<file path="config.mk">
export PLATFORM = sky130hd
export DESIGN_NAME = sr_cmd_debouncer
export DESIGN_NICKNAME = d
export VERILOG_FILES = /design/src/rtl/sr_cmd_debouncer_pkg.sv /design/src/rtl/sr_cmd_debouncer_debounce_cell.sv /design/src/rtl/sr_cmd_debouncer.sv
export SDC_FILE = /design/constraint.sdc
export NUM_CORES = 1
export LEC_CHECK = 0
export BUFFER_PORTS_ARGS = -buffer_cell sky130_fd_sc_hd__buf_2
export CAP_MARGIN = 15
export CORE_ASPECT_RATIO = 2
export CORE_MARGIN = 2
export CORE_UTILIZATION = 53
export CTS_CLUSTER_DIAMETER = 30
export CTS_CLUSTER_SIZE = 28
export DETAILED_ROUTE_END_ITERATION = 6
export PLACE_DENSITY = 0.73
export SLEW_MARGIN = 5
export SYNTH_ARGS = -nofsm -noshare
export SYNTH_HDL_FRONTEND = slang
export SYNTH_SLANG_ARGS = --single-unit
</file>
<file path="constraint.sdc">
create_clock -name clk -period 1.5 [get_ports clk]
set_input_delay 0.075 -clock clk [delete_from_list [all_inputs] [get_ports clk]]
set_output_delay 0.075 -clock clk [all_outputs]
set_load 0.03 [all_outputs]
</file>
<file path="src/rtl/sr_cmd_debouncer_pkg.sv">
// Shared types for the SR command debouncer: FSM states, command codes and
// default parameter values.
package sr_cmd_debouncer_pkg;

    typedef enum logic [1:0] {
        ST_IDLE  = 2'd0,
        ST_DRIVE = 2'd1,
        ST_GAP   = 2'd2
    } state_t;

    typedef enum logic {
        CMD_S = 1'b0,
        CMD_R = 1'b1
    } cmd_t;

    localparam int DB_CYCLES_DEF = 4;
    localparam int PULSE_LEN_DEF = 2;
    localparam int CNT_W_DEF     = 4;

endpackage

</file>
<file path="src/rtl/sr_cmd_debouncer_debounce_cell.sv">
// One button input path: 2-flop synchroniser, debounce counter and a registered
// rising-edge pulse on the debounced level.
module debounce_cell
    import sr_cmd_debouncer_pkg::*;
#(
    parameter int DB_CYCLES = DB_CYCLES_DEF,
    parameter int CNT_W     = CNT_W_DEF
) (
    input  logic clk,
    input  logic rst,
    input  logic din,
    output logic level,
    output logic rise
);

    localparam logic [CNT_W-1:0] CNT_LAST = CNT_W'(DB_CYCLES - 1);

    logic             sync1;
    logic             sync2;
    logic [1:0]       vld;
    logic [CNT_W-1:0] cnt;
    logic [CNT_W-1:0] arm_cnt;
    logic             armed;

    // NOTE: non-blocking assignments keep every flop sampling pre-edge values,
    // so the synchroniser chain shifts by exactly one stage per clock.
    always_ff @(posedge clk or negedge rst) begin
        if (!rst) begin
            sync1   <= 1'b0;
            sync2   <= 1'b0;
            vld     <= 2'b00;
            cnt     <= '0;
            arm_cnt <= '0;
            armed   <= 1'b0;
            level   <= 1'b0;
            rise    <= 1'b0;
        end else begin
            sync1 <= din;
            sync2 <= sync1;
            vld   <= {vld[0], 1'b1};
            rise  <= 1'b0;

            if (sync2 != level) begin
                if (cnt == CNT_LAST) begin
                    level <= sync2;
                    cnt   <= '0;
                    rise  <= sync2 & armed;
                end else begin
                    cnt <= cnt + 1'b1;
                end
            end else begin
                cnt <= '0;
            end

            // A button held through reset must be seen released (debounced low
            // on valid samples) before its next press can issue a command.
            if (!armed) begin
                if (vld[1] && !sync2 && !level) begin
                    if (arm_cnt == CNT_LAST) begin
                        armed <= 1'b1;
                    end else begin
                        arm_cnt <= arm_cnt + 1'b1;
                    end
                end else begin
                    arm_cnt <= '0;
                end
            end
        end
    end

endmodule

</file>
<file path="src/rtl/sr_cmd_debouncer.sv">
// Debounced set/reset command generator for a gated SR latch: arbitration of
// pending requests, DRIVE/GAP sequencing and registered s/r/en outputs.
module sr_cmd_debouncer
    import sr_cmd_debouncer_pkg::*;
#(
    parameter int DB_CYCLES = DB_CYCLES_DEF,
    parameter int PULSE_LEN = PULSE_LEN_DEF,
    parameter int CNT_W     = CNT_W_DEF
) (
    input  logic clk,
    input  logic rst,
    input  logic btn_s,
    input  logic btn_r,
    output logic s,
    output logic r,
    output logic en,
    output logic busy,
    output logic conflict
);

    localparam logic [CNT_W-1:0] PULSE_LOAD = CNT_W'(PULSE_LEN - 1);

    logic level_s, rise_s, level_r, rise_r;

    debounce_cell #(.DB_CYCLES(DB_CYCLES), .CNT_W(CNT_W)) u_db_s (
        .clk   (clk),
        .rst   (rst),
        .din   (btn_s),
        .level (level_s),
        .rise  (rise_s)
    );

    debounce_cell #(.DB_CYCLES(DB_CYCLES), .CNT_W(CNT_W)) u_db_r (
        .clk   (clk),
        .rst   (rst),
        .din   (btn_r),
        .level (level_r),
        .rise  (rise_r)
    );

    state_t           state, state_nx;
    cmd_t             cmd, cmd_nx;
    logic [CNT_W-1:0] cnt, cnt_nx;
    logic             pend_s, pend_r;
    logic             want_s, want_r;
    logic             grant_s, grant_r;

    // Simultaneous requests: r wins and the s request is discarded.
    assign want_r = pend_r | rise_r;
    assign want_s = pend_s | (rise_s & ~rise_r);

    // NOTE: every always_comb output gets a default first so no path leaves a
    // value unassigned, which would otherwise infer a latch.
    always_comb begin
        state_nx = state;
        cmd_nx   = cmd;
        cnt_nx   = cnt;
        grant_s  = 1'b0;
        grant_r  = 1'b0;
        case (state)
            ST_IDLE: begin
                if (want_r) begin
                    state_nx = ST_DRIVE;
                    cmd_nx   = CMD_R;
                    cnt_nx   = PULSE_LOAD;
                    grant_r  = 1'b1;
                end else if (want_s) begin
                    state_nx = ST_DRIVE;
                    cmd_nx   = CMD_S;
                    cnt_nx   = PULSE_LOAD;
                    grant_s  = 1'b1;
                end
            end
            ST_DRIVE: begin
                if (cnt == '0) begin
                    state_nx = ST_GAP;
                end else begin
                    cnt_nx = cnt - 1'b1;
                end
            end
            ST_GAP:  state_nx = ST_IDLE;
            default: state_nx = ST_IDLE;
        endcase
    end

    // NOTE: the async reset clears the output flops directly, so s/r/en drop
    // the moment rst falls rather than at the next clock.
    always_ff @(posedge clk or negedge rst) begin
        if (!rst) begin
            state    <= ST_IDLE;
            cmd      <= CMD_S;
            cnt      <= '0;
            pend_s   <= 1'b0;
            pend_r   <= 1'b0;
            s        <= 1'b0;
            r        <= 1'b0;
            en       <= 1'b0;
            conflict <= 1'b0;
        end else begin
            state    <= state_nx;
            cmd      <= cmd_nx;
            cnt      <= cnt_nx;
            pend_s   <= want_s & ~grant_s;
            pend_r   <= want_r & ~grant_r;
            en       <= (state_nx == ST_DRIVE);
            s        <= (state_nx == ST_DRIVE) && (cmd_nx == CMD_S);
            r        <= (state_nx == ST_DRIVE) && (cmd_nx == CMD_R);
            conflict <= rise_s & rise_r;
        end
    end

    assign busy = (state != ST_IDLE);

    a_no_sr:     assert property (@(posedge clk) disable iff (!rst) !(s && r));
    a_en_drive:  assert property (@(posedge clk) disable iff (!rst) en == (state == ST_DRIVE));
    a_rise_s_lv: assert property (@(posedge clk) disable iff (!rst) rise_s |-> level_s);
    a_rise_r_lv: assert property (@(posedge clk) disable iff (!rst) rise_r |-> level_r);

endmodule

</file>
**Yosys cells after proc, flatten, opt, wreduce, memory -nomap -nowiden**

Index checks and enable logic that the tools add are counted.

- Input port bits: 4
- Flip-flop bits (word level): 43
- Output and inout bits: 5
- Logic and storage cells: 109

- Reduce and logical (&&, ||, !) cells: 19
- Bitwise gates (word level): 14
- Equal/unequal tests: 12
- Mux-type cells: 34
- Add/subtract/negate cells: 5

Operator list:

| cell | count |
|---|---|
| $mux 4 | 11 |
| $mux 1 | 18 |
| $add 4x1->4 const B | 4 |
| $eq 4x2->1 const B | 4 |
| $pmux 4 s2 | 1 |
| $reduce_and 2->1 | 4 |
| $and 1x1->1 | 6 |
| $logic_and 1x1->1 | 6 |
| $mux 2 | 3 |
| $ne 2x2->1 const B | 3 |
| $not 1->1 | 6 |
| $eq 2x1->1 const B | 2 |
| $logic_not 1->1 | 4 |
| $logic_not 4->1 | 1 |
| $pmux 2 s2 | 1 |
| $reduce_bool 2->1 | 2 |
| $sub 4x1->4 const B | 1 |
| $ne 3x3->1 const B | 1 |
| $reduce_and 3->1 | 1 |
| $logic_not 2->1 | 1 |
| $ne 1x1->1 | 2 |
| $or 1x1->1 | 2 |

**Depth between registers and ports, before layout**

- Word-level depth: 8
- Gate-level depth with buffers: 6

**Cells and area by module**

Synthesis repeated with hierarchy kept, for this count alone.

- Cell total of the unflattened synthesis: 136
- Area, all modules: 1764.2 um^2

Modules (own cells, without submodules):

| module | seq. area each (um^2) | area each (um^2) | times used | cells each |
|---|---|---|---|---|
| debounce_cell | 375.4 | 605.6 | 2 | 46 |
| sr_cmd_debouncer | 325.3 | 553.0 | 1 | 44 |

**Least setup slack after synthesis**

Ideal clock, no wire load.

- Path kind: reg2reg
- Start point: register cnt[0]
- End point: register s
- Stages on the path, launching flop included: 7
- Buffers on the path: 0
- Path slack: -0.055 ns
- Clock period less this slack: 1.555 ns
- Required time: 1.381 ns
- Data arrival time: 1.435 ns
- Path through: dfrtp_1 -> inv_1 -> ha_1 -> or3b_4 -> a22oi_4 -> inv_2 -> and2_1

- Longest elaborated chain between the ends: 5

Ends and longest elaborated chain:

| what | line | RTL |
|---|---|---|
| start, declared | sr_cmd_debouncer.sv:43 | `logic [CNT_W-1:0] cnt, cnt_nx;` |
| start signal, assigned | sr_cmd_debouncer.sv:102 | `cnt <= cnt_nx;` |
| $logic_not 4->1 | sr_cmd_debouncer.sv:75 | `if (cnt == '0) begin` |
| $mux 2 | sr_cmd_debouncer.sv:75 |  |
| $pmux 2 s2 | sr_cmd_debouncer.sv:60 | `case (state)` |
| via state_nx[0] | sr_cmd_debouncer.sv:41 | `state_t state, state_nx;` |
| $eq 2x1->1 | sr_cmd_debouncer.sv:106 | `s <= (state_nx == ST_DRIVE) && (cmd_nx == CMD_S);` |
| $logic_and 1x1->1 | sr_cmd_debouncer.sv:106 |  |
| end signal, assigned | sr_cmd_debouncer.sv:106 |  |
| end, declared | sr_cmd_debouncer.sv:14 | `output logic s,` |

The timed path passes the listed nets, and every way through them passes these cells.
A chain may end at the register's enable or synchronous reset.

**Worst setup path in the final report**

- Start point: register cnt[0]
- End point: register r

- Longest elaborated chain between the ends: 5

Ends and longest elaborated chain:

| what | line | RTL |
|---|---|---|
| $logic_not 4->1 | sr_cmd_debouncer.sv:75 |  |
| $mux 2 | sr_cmd_debouncer.sv:75 |  |
| $pmux 2 s2 | sr_cmd_debouncer.sv:60 |  |
| $eq 2x1->1 | sr_cmd_debouncer.sv:107 | `r <= (state_nx == ST_DRIVE) && (cmd_nx == CMD_R);` |
| $logic_and 1x1->1 | sr_cmd_debouncer.sv:107 |  |
| end signal, assigned | sr_cmd_debouncer.sv:107 |  |
| end, declared | sr_cmd_debouncer.sv:15 | `output logic r,` |

Every way passes these cells.

==> summary.txt <==
Critical path
  – Reg-to-reg endpoint: r
  – Crit path DAT: 1760 ps
  – Critical path type: reg -> reg
  – Flop-to-flop setup slack: -90 ps
  – Crit path capture: r
  – Setup crit start: cnt[0]
  – Worst path required time: 1670 ps
  – Crit end category: flop
  – Nature of the critical path startpoint: flop
  – Worst flop-to-flop path startpoint: cnt[0]
  – Worst-path fanout max: 5
  – R2r worst-path depth: 6

Synthesis
  – Synth warnings: 0
  – Post-Synth Simple-Gate Area: 17.9%
  – Net count after synthesis: 145
  – Post-synth top area cell: dfrtp_1
  – Post-synthesis adder-cell area fraction: 3.73%
  – Number of flops mapped to enable cells by yosys: 0
  – Register bit total from synthesis: 41
  – XOR/XNOR share of the synthesized area: ~2.6%
  – Synth Flop Type: dfrtp_1
  – Most common cell in the netlist: dfrtp_1
  – Post-synth ARST share: 100%
  – Post-synthesis sequential area ratio: 61.1%
  – Netlist cell types: 34
  – Mean Syn Cell Area: 12.3 um^2
  – Mux cell area share after synthesis: 3.35%
  – Post-synth top area share: between 60% and 70%
  – Cells after synthesis: approximately 140
  – Syn Std Cell Area: approximately 0.0017 mm^2
  – Largest cells by area after synthesis: dfrtp_1 61%, ha_1 3.7%, mux2_2 3.4%
  – Synth Area in Compound Gates: 9.54%
  – Largest family of logic cells by synthesized area: simple AND/OR/NAND/NOR gates
  – Synth cell count leaders: 41 x dfrtp_1, 11 x nor2_1, 8 x o21ai_0

STA
  – TNS Setup: -336 ps
  – Fin. max-slew vios: 0
  – Final Hold Fails: 0
  – Max Freq: 0.628 GHz
  – RSZ-0062 raised after global routing: yes
  – Skew final: between 4 and 5 ps
  – Post-route minimum period: 1590 ps
  – Final WS setup: -92.5 ps
  – Fin crit share: 106%
  – Hold slack: roughly 350 ps
  – Endpoints failing setup: 7

Global routing
  – Vias in the first global route: 1060
  – Met2 global-route usage: about a quarter
  – Pin count of the biggest net entering global routing: 42
  – First-pass GRT wire length: 4510 um
  – Initial antenna violation count: 0
  – GRT overflow: 0
  – Gr usage total: 16.4%
  – Met1 Use GR: 21.0%
  – Grt peak-use layer: met2
  – Met3 usage: 4.55%

Outcome
  – Failing checks: negative setup slack
  – Outcome: complete, but fails checks

Clocking
  – CTS max path bufs: 2
  – Sink Count: 41
  – Clk_lat worst skew: 290 ps
  – Num CTS Buffers: 5
  – Root buf cell: clkbuf_8
  – Clock transition at the registers of the reported paths: approximately 70 ps
  – CTS H-tree depth: 2
  – CTS tree: yes

Worst hold path
  – Worst hold stages: 0
  – Worst Hold Class: reg -> reg

Power and ir drop
  – Peak supply drop: between 1 and 1.5 mV
  – Lkg Pwr: 0.00101 uW
  – Cell area power density: between 1000 and 1500 mW/mm^2

Floorplan
  – FP Rows: 29
  – Starting Density: 54.4%
  – DIE AREA: 0.00366 mm^2
  – Die width: roughly 44 um
  – Die Span Y: 83.6 um
  – Core area: 0.00308 mm^2
  – IO Pins: 9

Layout
  – Ant diodes: 0
  – Post-layout util: 64.8%
  – Ratio of cells with drive above 1 in the final layout: 27.4%
  – Final Non-Filler Cells: 195
  – Design area: roughly 0.0020 mm^2
  – Area Growth Syn to Fin: 19.1%
  – Filler cells: between 200 and 250
  – Nets@finish: approximately 170

Flow run
  – MaxCap Viol Count: 0

Route
  – Routed Antenna Nets: 0
  – # DRC: 0
  – Initial DRT Pass Iterations: 4
  – Routed wire per std cell: 12.7 um
  – DRT iter0 DRCs: 25
  – Via density: 5.38
  – Drt total wl: 2470 um
  – Routed vias: 1049

Place
  – Final weighted congestion in routability-driven placement: ~0.79
  – I/O Buffers: 8
  – # placed instances: 181
  – Placement Cell Area: ~0.0018 mm^2
  – Hpwl dp: 1700 um
worst min path at each step:
stage / from / endpoint / slack (ps)
2_1_floorplan: rst / cmd / -220
3_3_place_gp: rst / cmd / 160
3_5_place_dp: rst / s / 170
4_1_cts: u_db_r.vld[0] / u_db_r.vld[1] / 350
5_1_grt: u_db_r.sync1 / u_db_r.sync2 / 360
6_report: u_db_r.vld[0] / u_db_r.vld[1] / 350
registers in the layout (all words and copies together) (netlist names), 2 cells and up:
signal	count
cnt	4
u_db_r.arm_cnt	4
u_db_r.cnt	4
u_db_s.arm_cnt	4
u_db_s.cnt	4
state	2
u_db_r.vld	2
worst max-delay path, cell delays in order (launching register included):
cell	delay [ps]
dfrtp_1	400
inv_2	100
ha_4	130
or3b_4	390
a22oi_4	260
buf_4	150
nor2_1	40
cells in the final DEF, fill, tap and decap left out, drive strengths merged, types with 2 or more instances in the layout:
cell,count
o21ai,8
nor2,11
nand3,4
nor3,7
nor2b,4
dlygate4sd3,3
o31ai,2
and4b,2
xnor2,3
and2,2
buf,17
a2bb2oi,2
clkbuf,7
dfrtp,41
or3b,3
nand2,5
ha,5
nor3b,5
xor2,2
nand3b,3
a21oi,4
nand2b,2
mux2,5
a22o,2
inv,7
routing by layer:
layer,vias to the layer above,wire (um)
met4,0,53
li1,525,-
met5,-,0
met2,9,1240
met1,510,1130
met3,5,58
where the power goes:
group | total [uW] | internal [uW] | switching (uW)
clock network | 890 | 542 | 348
registers | 1310 | 1220 | 94.9
logic | 453 | 249 | 204
logic make-up after synthesis:
| family | Yosys count |
|---|---|
| adders and majority gates | 5 |
| other | 1 |
| xor gates and xnor gates | 5 |
| muxes | 5 |
| buffers and inverters | 7 |
| DFF | 41 |
| and+or+nand+nor | 50 |
| AOI/OAI and AO/OA | 22 |
repair_timing:
action | CTS | global route
hold buffers | 3 | 0
setup buffers | 1 | 2
pin swaps | 1 | 1
gates cloned | 0 | 0
hold endpoints to repair | 43 | 0
setup endpoints to repair | 7 | 8
resized for setup | 0 | 5
area by class of cell:
type                    count  area, um^2  share of cell area [%]
well taps                  31        38.8                    1.94
clock buffers               7        86.3                    4.32
inverters                   7        26.3                    1.31
multi-input cells          88         654                    32.7
repair buffers             20         138                    6.88
flip-flops and latches     41        1030                    51.3
clock inverters             1        30.0                    1.50
metrics by stage:
step,setup WS (ps),power [uW]
finish,-92.5,2660
floorplan,6.46,1610
global placement,-4.00,1720
global route,-138,2810
CTS,-58.7,2660
detailed placement,-58.7,1740
Note: power is estimated with default switching activity, not from simulation.
